`src/rtl/sha_ctrl_pkg.sv`:
```
// Shared constants and state encoding for the double-SHA nonce scheduler.
// Latency: n/a. Backpressure: n/a.
// Holds no logic, only types and constants.
package sha_ctrl_pkg;

    localparam int MSG_W    = 440;
    localparam int LEN_W    = 64;
    localparam int DIGEST_W = 256;
    localparam int NONCE_W  = 32;

    typedef logic [3:0] sha_sched_state_t;

    localparam sha_sched_state_t ST_IDLE   = 4'd0;
    localparam sha_sched_state_t ST_ISSUE1 = 4'd1;
    localparam sha_sched_state_t ST_DRAIN1 = 4'd2;
    localparam sha_sched_state_t ST_WAIT1  = 4'd3;
    localparam sha_sched_state_t ST_ISSUE2 = 4'd4;
    localparam sha_sched_state_t ST_DRAIN2 = 4'd5;
    localparam sha_sched_state_t ST_WAIT2  = 4'd6;
    localparam sha_sched_state_t ST_CHECK  = 4'd7;
    localparam sha_sched_state_t ST_FINISH = 4'd8;

endpackage

```
`src/rtl/sha_pass_timer.sv`:
```
// Per-pass watchdog: counts enabled cycles, flags expiry when the count equals TIMEOUT.
// Latency: expired is combinational from the registered count.
// Backpressure: none; the count holds at TIMEOUT until cleared.
module sha_pass_timer #(
    parameter int TIMEOUT = 511
) (
    input  logic clk,
    input  logic rst,
    input  logic clr,
    input  logic en,
    output logic expired
);

    localparam int CNT_W = $clog2(TIMEOUT + 2);

    logic [CNT_W-1:0] count;

    assign expired = en && (count == CNT_W'(TIMEOUT));

    always_ff @(posedge clk) begin
        if (rst || clr) begin
            count <= '0;
        end else if (en && !expired) begin
            count <= count + 1'b1;
        end
    end

endmodule

```
`src/rtl/sha_nonce_scheduler.sv`:
```
// Sweeps nonces through a shared SHA-256 core twice per nonce and stops on digest < target.
// Latency: 2 x core latency + 7 cycles per nonce.
// Backpressure: waits on the core's completion level, bounded by the pass timer.
module sha_nonce_scheduler
    import sha_ctrl_pkg::*;
#(
    parameter int PREFIX_W = 352,
    parameter int TIMEOUT  = 511
) (
    input  logic                  clk,
    input  logic                  rst,
    input  logic                  start,
    input  logic                  abort,
    input  logic [PREFIX_W-1:0]   prefix,
    input  logic [NONCE_W-1:0]    nonce_start,
    input  logic [NONCE_W-1:0]    nonce_end,
    input  logic [DIGEST_W-1:0]   target,
    output logic [MSG_W-1:0]      sha_msg,
    output logic [LEN_W-1:0]      sha_len,
    output logic                  sha_begin,
    input  logic                  sha_complete,
    input  logic [DIGEST_W-1:0]   sha_digest,
    output logic                  busy,
    output logic                  done,
    output logic                  found,
    output logic [NONCE_W-1:0]    golden_nonce,
    output logic [DIGEST_W-1:0]   golden_hash,
    output logic [NONCE_W-1:0]    cur_nonce,
    output logic                  timeout_err
);

    localparam logic [LEN_W-1:0] LEN_PASS1 = LEN_W'(PREFIX_W + NONCE_W);
    localparam logic [LEN_W-1:0] LEN_PASS2 = LEN_W'(DIGEST_W);

    sha_sched_state_t      state;
    logic [PREFIX_W-1:0]   prefix_q;
    logic [NONCE_W-1:0]    end_q;
    logic [DIGEST_W-1:0]   target_q;
    logic [DIGEST_W-1:0]   digest_q;
    logic                  tmr_clr;
    logic                  tmr_en;
    logic                  tmr_expired;

    assign sha_begin = (state == ST_ISSUE1) || (state == ST_ISSUE2);
    assign busy      = (state != ST_IDLE) && (state != ST_FINISH);
    assign tmr_clr   = sha_begin;
    assign tmr_en    = (state == ST_DRAIN1) || (state == ST_WAIT1) ||
                       (state == ST_DRAIN2) || (state == ST_WAIT2);

    sha_pass_timer #(
        .TIMEOUT (TIMEOUT)
    ) u_timer (
        .clk     (clk),
        .rst     (rst),
        .clr     (tmr_clr),
        .en      (tmr_en),
        .expired (tmr_expired)
    );

    function automatic logic [MSG_W-1:0] pack_pass1(input logic [PREFIX_W-1:0] p,
                                                    input logic [NONCE_W-1:0]  n);
        pack_pass1 = MSG_W'({p, n});
    endfunction

    always_ff @(posedge clk) begin
        if (rst) begin
            state        <= ST_IDLE;
            prefix_q     <= '0;
            end_q        <= '0;
            target_q     <= '0;
            digest_q     <= '0;
            sha_msg      <= '0;
            sha_len      <= '0;
            done         <= 1'b0;
            found        <= 1'b0;
            golden_nonce <= '0;
            golden_hash  <= '0;
            cur_nonce    <= '0;
            timeout_err  <= 1'b0;
        end else if (abort && (state != ST_IDLE)) begin
            // Any in-flight pass is abandoned; DRAIN on the next sweep hides its completion.
            state <= ST_IDLE;
            done  <= 1'b1;
        end else begin
            case (state)
                ST_IDLE: begin
                    if (start && !abort) begin
                        prefix_q    <= prefix;
                        end_q       <= nonce_end;
                        target_q    <= target;
                        cur_nonce   <= nonce_start;
                        sha_msg     <= pack_pass1(prefix, nonce_start);
                        sha_len     <= LEN_PASS1;
                        done        <= 1'b0;
                        found       <= 1'b0;
                        timeout_err <= 1'b0;
                        state       <= ST_ISSUE1;
                    end
                end
                ST_ISSUE1: state <= ST_DRAIN1;
                ST_ISSUE2: state <= ST_DRAIN2;
                ST_DRAIN1, ST_DRAIN2: begin
                    if (tmr_expired) begin
                        timeout_err <= 1'b1;
                        done        <= 1'b1;
                        state       <= ST_FINISH;
                    end else if (!sha_complete) begin
                        state <= (state == ST_DRAIN1) ? ST_WAIT1 : ST_WAIT2;
                    end
                end
                ST_WAIT1: begin
                    if (sha_complete) begin
                        sha_msg <= MSG_W'(sha_digest);
                        sha_len <= LEN_PASS2;
                        state   <= ST_ISSUE2;
                    end else if (tmr_expired) begin
                        timeout_err <= 1'b1;
                        done        <= 1'b1;
                        state       <= ST_FINISH;
                    end
                end
                ST_WAIT2: begin
                    if (sha_complete) begin
                        digest_q <= sha_digest;
                        state    <= ST_CHECK;
                    end else if (tmr_expired) begin
                        timeout_err <= 1'b1;
                        done        <= 1'b1;
                        state       <= ST_FINISH;
                    end
                end
                ST_CHECK: begin
                    if (digest_q < target_q) begin
                        found        <= 1'b1;
                        golden_nonce <= cur_nonce;
                        golden_hash  <= digest_q;
                        done         <= 1'b1;
                        state        <= ST_FINISH;
                    end else if (cur_nonce == end_q) begin
                        done  <= 1'b1;
                        found <= 1'b0;
                        state <= ST_FINISH;
                    end else begin
                        cur_nonce <= cur_nonce + 1'b1;
                        sha_msg   <= pack_pass1(prefix_q, cur_nonce + 1'b1);
                        sha_len   <= LEN_PASS1;
                        state     <= ST_ISSUE1;
                    end
                end
                ST_FINISH: state <= ST_IDLE;
                default:   state <= ST_IDLE;
            endcase
        end
    end

endmodule

```
`config.mk`:
```
export PLATFORM = sky130hd
export DESIGN_NAME = sha_nonce_scheduler
export DESIGN_NICKNAME = d
export VERILOG_FILES = /design/src/rtl/sha_ctrl_pkg.sv /design/src/rtl/sha_pass_timer.sv /design/src/rtl/sha_nonce_scheduler.sv
export SDC_FILE = /design/constraint.sdc
export NUM_CORES = 2
export LEC_CHECK = 0
export ABC_AREA = 1
export BUFFER_PORTS_ARGS = -buffer_cell sky130_fd_sc_hd__buf_4
export CORE_AREA = 2 2 688 690
export DETAILED_ROUTE_END_ITERATION = 16
export DIE_AREA = 0 0 690 692
export SLEW_MARGIN = 5
export SYNTH_ARGS = -nofsm -noshare
export SYNTH_HDL_FRONTEND = slang
export SYNTH_SLANG_ARGS = --single-unit
```
`constraint.sdc`:
```
create_clock -name clk -period 2.3 [get_ports clk]
set_input_delay 0 -clock clk [delete_from_list [all_inputs] [get_ports clk]]
set_output_delay 0 -clock clk [all_outputs]
set_load 0.1 [all_outputs]
```
== Yosys cells after proc, flatten, opt, wreduce, memory -nomap -nowiden ==
Cells that the tools add are included.

* Register bits: 1737
* Bits of input ports: 933
* Output and inout port bits: 829

* $add $sub $neg: 2
* Magnitude comparators: 1
* Eq/ne operators: 20
* Muxes and demuxes: 37
* Bitwise gates (word level): 1
* Reductions and logical operators: 30

{| class="wikitable"
|+ Operators with widths
! kind !! number
|-
| 2-to-1 mux 440 bit || 4
|-
| case mux 440 bit (3 select lines) || 1
|-
| < comparator 256 bit || 1
|-
| 2-to-1 mux 64 bit || 4
|-
| case mux 64 bit (3 select lines) || 1
|-
| 2-to-1 mux 32 bit || 3
|-
| case mux 32 bit (2 select lines) || 1
|-
| adder 32 x 1 -> 32 bit (second input constant) || 1
|-
| == test 32 bit || 1
|-
| 2-to-1 mux 4 bit || 8
|-
| case mux 4 bit (7 select lines) || 1
|-
| == test 4 x 3 -> 1 bit (second input constant) || 4
|-
| AND reduction 4 bit || 3
|-
| adder 10 x 1 -> 10 bit (second input constant) || 1
|-
| == test 10 x 9 -> 1 bit (second input constant) || 1
|-
| 2-to-1 mux 1 bit || 10
|-
| != test 2 bit (second input constant) || 5
|-
| AND reduction 3 bit || 3
|-
| == test 4 x 2 -> 1 bit (second input constant) || 2
|-
| != test 4 bit (second input constant) || 2
|-
| != test 3 x 2 -> 1 bit (second input constant) || 2
|-
| != test 3 bit (second input constant) || 2
|-
| AND reduction 6 bit || 1
|-
| nonzero test 3 bit || 2
|-
| 16 further kinds || 27
|}

== Depth between registers and ports, before layout ==
* Depth after elaboration: 9
* Depth in mapped cells: 25
* Depth with buffers taken out: 24

== Cells and area by module ==
Synthesis repeated with hierarchy kept, for this count alone.

* Cell total of the unflattened synthesis: 9122
* Area total of the unflattened synthesis: 69314.0 sq um

{| class="wikitable"
|+ By module, submodules not included
! module !! instances !! cells each !! area each (sq um)
|-
| sha_nonce_scheduler || 1 || 9029 || 68715.9
|-
| sha_pass_timer || 1 || 93 || 598.1
|}

== Least setup slack after synthesis ==
OpenSTA, ideal clock, no wires.

* Kind: reg-to-reg
* From: register cur_nonce[1]
* To: register sha_msg[30]
* Library setup time: 0.124 ns
* Arrival time: 2.913 ns
* Required time: 2.176 ns
* Setup slack: -0.737 ns
* Stages on the path, launching flop included: 15
* Buffers on the path: 0
* Cells stage by stage: dfxtp_1 > ha_1 > nand3_1 > inv_2 > nand2_1 > nor2_1 > nand3_1 > nor2_1 > nand2_1 > nor3_1 > xor2_1 > inv_1 > nor2_1 > a221oi_1 > a21oi_1

* Word-level cells in the longest chain between the ends: 4
* Elaborated cells between the ends (all ways): 7
* Classes of those cells: add/sub (1); eq/ne (2); mux (3); reduce/logical (1)

{| class="wikitable"
|+ Ends and longest elaborated chain
! element !! RTL line !! source
|-
| start: declaration || sha_nonce_scheduler.sv:28 || <nowiki>output logic [NONCE_W-1:0] cur_nonce,</nowiki>
|-
| start signal: assignment || sha_nonce_scheduler.sv:91 || <nowiki>cur_nonce <= nonce_start;</nowiki>
|-
| start signal: assignment || sha_nonce_scheduler.sv:144 || <nowiki>cur_nonce <= cur_nonce + 1'b1;</nowiki>
|-
| adder 32 x 1 -> 32 bit || sha_nonce_scheduler.sv:145 || <nowiki>sha_msg <= pack_pass1(prefix_q, cur_nonce + 1'b1);</nowiki>
|-
| 2-to-1 mux 440 bit || sha_nonce_scheduler.sv:139 || <nowiki>end else if (cur_nonce == end_q) begin</nowiki>
|-
| 2-to-1 mux 440 bit || sha_nonce_scheduler.sv:133 || <nowiki>if (digest_q < target_q) begin</nowiki>
|-
| case mux 440 bit (3 select lines) || sha_nonce_scheduler.sv:85 || <nowiki>case (state)</nowiki>
|-
| end signal: assignment || sha_nonce_scheduler.sv:92 || <nowiki>sha_msg <= pack_pass1(prefix, nonce_start);</nowiki>
|-
| end signal: assignment || sha_nonce_scheduler.sv:113 || <nowiki>sha_msg <= MSG_W'(sha_digest);</nowiki>
|-
| end signal: assignment || sha_nonce_scheduler.sv:145 ||
|-
| end: declaration || sha_nonce_scheduler.sv:18 || <nowiki>output logic [MSG_W-1:0] sha_msg,</nowiki>
|}

Parallel ways exist; a longest one is shown, timed or not. The select of a mux whose other input is x is not followed.
A chain may end at the register's enable or synchronous reset.

== Final worst setup path ==
* From: register digest_q[247]
* To: register sha_msg[234]

* Word-level cells in the longest chain between the ends: 3

{| class="wikitable"
|+ Ends and longest elaborated chain
! element !! RTL line !! source
|-
| start: declaration || sha_nonce_scheduler.sv:39 || <nowiki>logic [DIGEST_W-1:0] digest_q;</nowiki>
|-
| start signal: assignment || sha_nonce_scheduler.sv:124 || <nowiki>digest_q <= sha_digest;</nowiki>
|-
| < comparator 256 bit || sha_nonce_scheduler.sv:133 ||
|-
| != test 2 bit (no line) || - ||
|-
| AND reduction 6 bit (no line) || - ||
|}

No other way between the ends.

==> metrics.yaml <==
status: "complete, but fails checks"
violations: "setup timing"
p_switching_mw: 95.3
p_leak_nw: 55.1
cts_buffers: 202
io_buffers: 1643
coreArea_um2: 470000
worstPathArrival_ns: 4.27
vias: 85800
max_freq_mhz: 286
start_util_pct: 14.7
syn_area_per_cell_um2: 7.64
htreeDepth: 4
relSlewSlack_pct: 40.5
rows: 252
dp_hpwl_um: 379000
required_ns: 3.07
syn_inst: 9027
rsz0062_at_grt: "yes"
synth-main-ff-cell: "dfxtp_1"
die_area_um2: 477000
pwr-share-comb_pct: 58.6
layout_common_cells: "2582 x buf_4, 1683 x dlygate4sd3_1, 1563 x dfxtp_1"
routed_via_density: 4.35
grt_pass1_vias: 79800
nFillCells: 49600
clkPwrFrac_pct: 18.2
grt_pass1_wl_um: 658000
yosysWarnings: 0
critical_path.top_delay_family: "buffers and inverters"
clk_latency_ns: 0.96
first_pass_iters: 7
track_usage_pct: 19.6
drv_cap: 0
clock_sinks: 1619
synth_seq_cells: 1619
io_pins: 1762
worst-path-buf-inv: 10
intPower_mw: 92.5
hold_path.class: "input pin to register"
clkTransAtPathRegs_ns: 0.06
drt_iter0_drc: 9021
startpoint: "digest_q[247]"
die_h_um: 692
crit_type: "register to register"
drive_gt1_share_pct: 29.0
root_buffer: "clkbuf_16"
powerDensity_nw_per_um2: 1480
finalCritPeriodShare_pct: 152
area_growth_syn_to_layout_pct: 84.5
cp-start-kind: "register"
final_net_count: 14400
clock_path_buffers: 4
gp_congestion: 0.970
synthDistinctLibCells: 48
worstHoldStart: "target[0]"
critPathMaxStageDelay_ns: 0.48
drv_slew: 0
synth-edff-count: 0
grt_max_degree: 97
tightest_slew_ns: 0.893
peakVddDrop_uv: 1590
r2r-start: "digest_q[247]"
dieWidth_um: 690
antenna_left: 0
routedWlPerCell_um: 26.1
setup_ws_ns: -1.20
antenna_found_initial: 218
syn_area_um2: 68900
p_total_mw: 188
finalHoldViolations: 0
crit_chain: "ha_4 > nand4_1 > buf_4 > buf_4 > inv_1 > a21oi_2 > o21ai_2 > a21oi_4 > buf_8 > nand2_8 > nor2_4 > nand3_4 > nand2_8 > clkinv_16 > buf_16 > buf_12 > buf_12 > clkbuf_16 > buf_8 > o21ai_2 > a21oi_1"
skew_ns: 0.103
crit_slowest_cell: "dfxtp_1"
cp-end-kind: "register"
period_minus_slack_ns: 3.50
power_frac_seq_pct: 23.1
overflow: 0
ys_seq_area_share_pct: 47.0
wl_um: 515000
cp_max_fo: 8
whs_ns: 0.0379
cts_tree: "yes"
final_common_cell: "buf_4"
p_sw_share_pct: 50.8
drc: 0
setup_violations: 1351
async_reset_ff_share_pct: 0
## cell families after synthesis
| group | after synthesis | share of synthesized area [%] |
|---|---|---|
| compound gates | 3340 | 25.6 |
| flops | 1619 | 47.0 |
| buf+inv | 1810 | 11.0 |
| simple gates | 1964 | 11.3 |
| fa+ha+maj | 257 | 4.66 |
| other cells | 1 | 0.00544 |
| xor+xnor | 36 | 0.457 |
## power groups by stage
stage | sequential, mW | combinational, mW | clock, mW
floorplan | 68.8 | 29.2 | 0
global placement | 43.1 | 89.2 | 0
detailed placement | 43.3 | 89.9 | 0
CTS | 42.9 | 97.7 | 34.9
global route | 44.3 | 116 | 35.9
finish | 43.4 | 110 | 34.3
## tightest hold or removal path, delay by kind of cell
kind                   cells  cell delay [ns]
AND/OR/NAND/NOR            2             0.16
buffers and inverters      2             0.74
## per-stage QoR
step / setup WS [ns] / std cells / TNS, ns / util (%) / cell area, µm²
3_3_place_gp: -2.38 / 17300 / -1604.35 / 20.3 / 95500
4_1_cts: -1.15 / 19400 / -830.99 / 26.0 / 122000
3_5_place_dp: -2.36 / 17300 / -1612.63 / 20.3 / 95500
2_1_floorplan: -0.0490 / 9144 / -15.85 / - / 69600
5_1_grt: -1.32 / 19600 / -1045.61 / 27.0 / 127000
6_report: -1.20 / 19700 / -837.85 / 27.1 / 127000
## layer usage
metal | wire (µm) | global-route usage (%)
met5 | 474 | 0
met4 | 30700 | 9.23
met3 | 62200 | 7.83
met2 | 215000 | 29.6
met1 | 206000 | 24.2
## cell usage after synthesis, types with 6 or more instances
cell type  instances  area [µm²]
buf_1             26        97.6
buf_4            123         923
nand2_1          503        1890
buf_2            119         596
nor2_1          1268        4760
inv_1           1033        3880
dfxtp_1         1619       32400
a221oi_1         210        1840
buf_6             22         248
nor3_1            44         220
o21a_1             7        52.6
a21oi_1         1282        6420
inv_2              7        26.3
xor2_1            22         193
clkbuf_1         466        1750
nor3b_1            7        52.6
o221ai_1          11        96.3
clkbuf_2          11        55.1
ha_1             257        3220
nand4_1           36         225
o21ai_0         1586        7940
nor4_1            12        75.1
xnor2_1           14         123
or2_2              6        37.5
o21ai_1          221        1110
nand3_1           70         350
## layout make-up
cell class,instances,area (µm²),area share (%)
diodes,145,363,0.285
repair buffers,4620,43500,34.2
multi-input cells,5715,32100,25.3
clock buffers,275,5800,4.56
well taps,6223,7790,6.12
flip-flops and latches,1619,32500,25.6
inverters,1041,3980,3.13
clock inverters,84,1100,0.862
## registers in the layout (all words and copies together), names as in the netlist
| signal | flops |
|---|---|
| cur_nonce | 32 |
| digest_q | 256 |
| done | 1 |
| end_q | 32 |
| found | 1 |
| golden_hash | 256 |
| golden_nonce | 32 |
| prefix_q | 352 |
| sha_len | 2 |
| sha_msg | 384 |
| state | 4 |
| target_q | 256 |
| timeout_err | 1 |
| u_timer.count | 10 |
## worst paths after layout
check	slack [ns]	end	cells past startpoint
setup / recovery	-1.20	sha_msg[234]	21
hold / removal	0.04	target_q[0]	4
setup reg to reg	-1.20	sha_msg[234]	21
hold reg to reg	0.44	golden_nonce[20]	2
## timing repair
action                                 4_1_cts  5_1_grt
cloned                                      39       84
pin swaps                                   33       87
setup endpoints to repair                 1363     1584
resized for setup                          295      835
hold buffers                              1683        0
endpoints found under the hold margin     1504        0
buffers inserted                            50       78
Power figures use the tool's default switching activity.
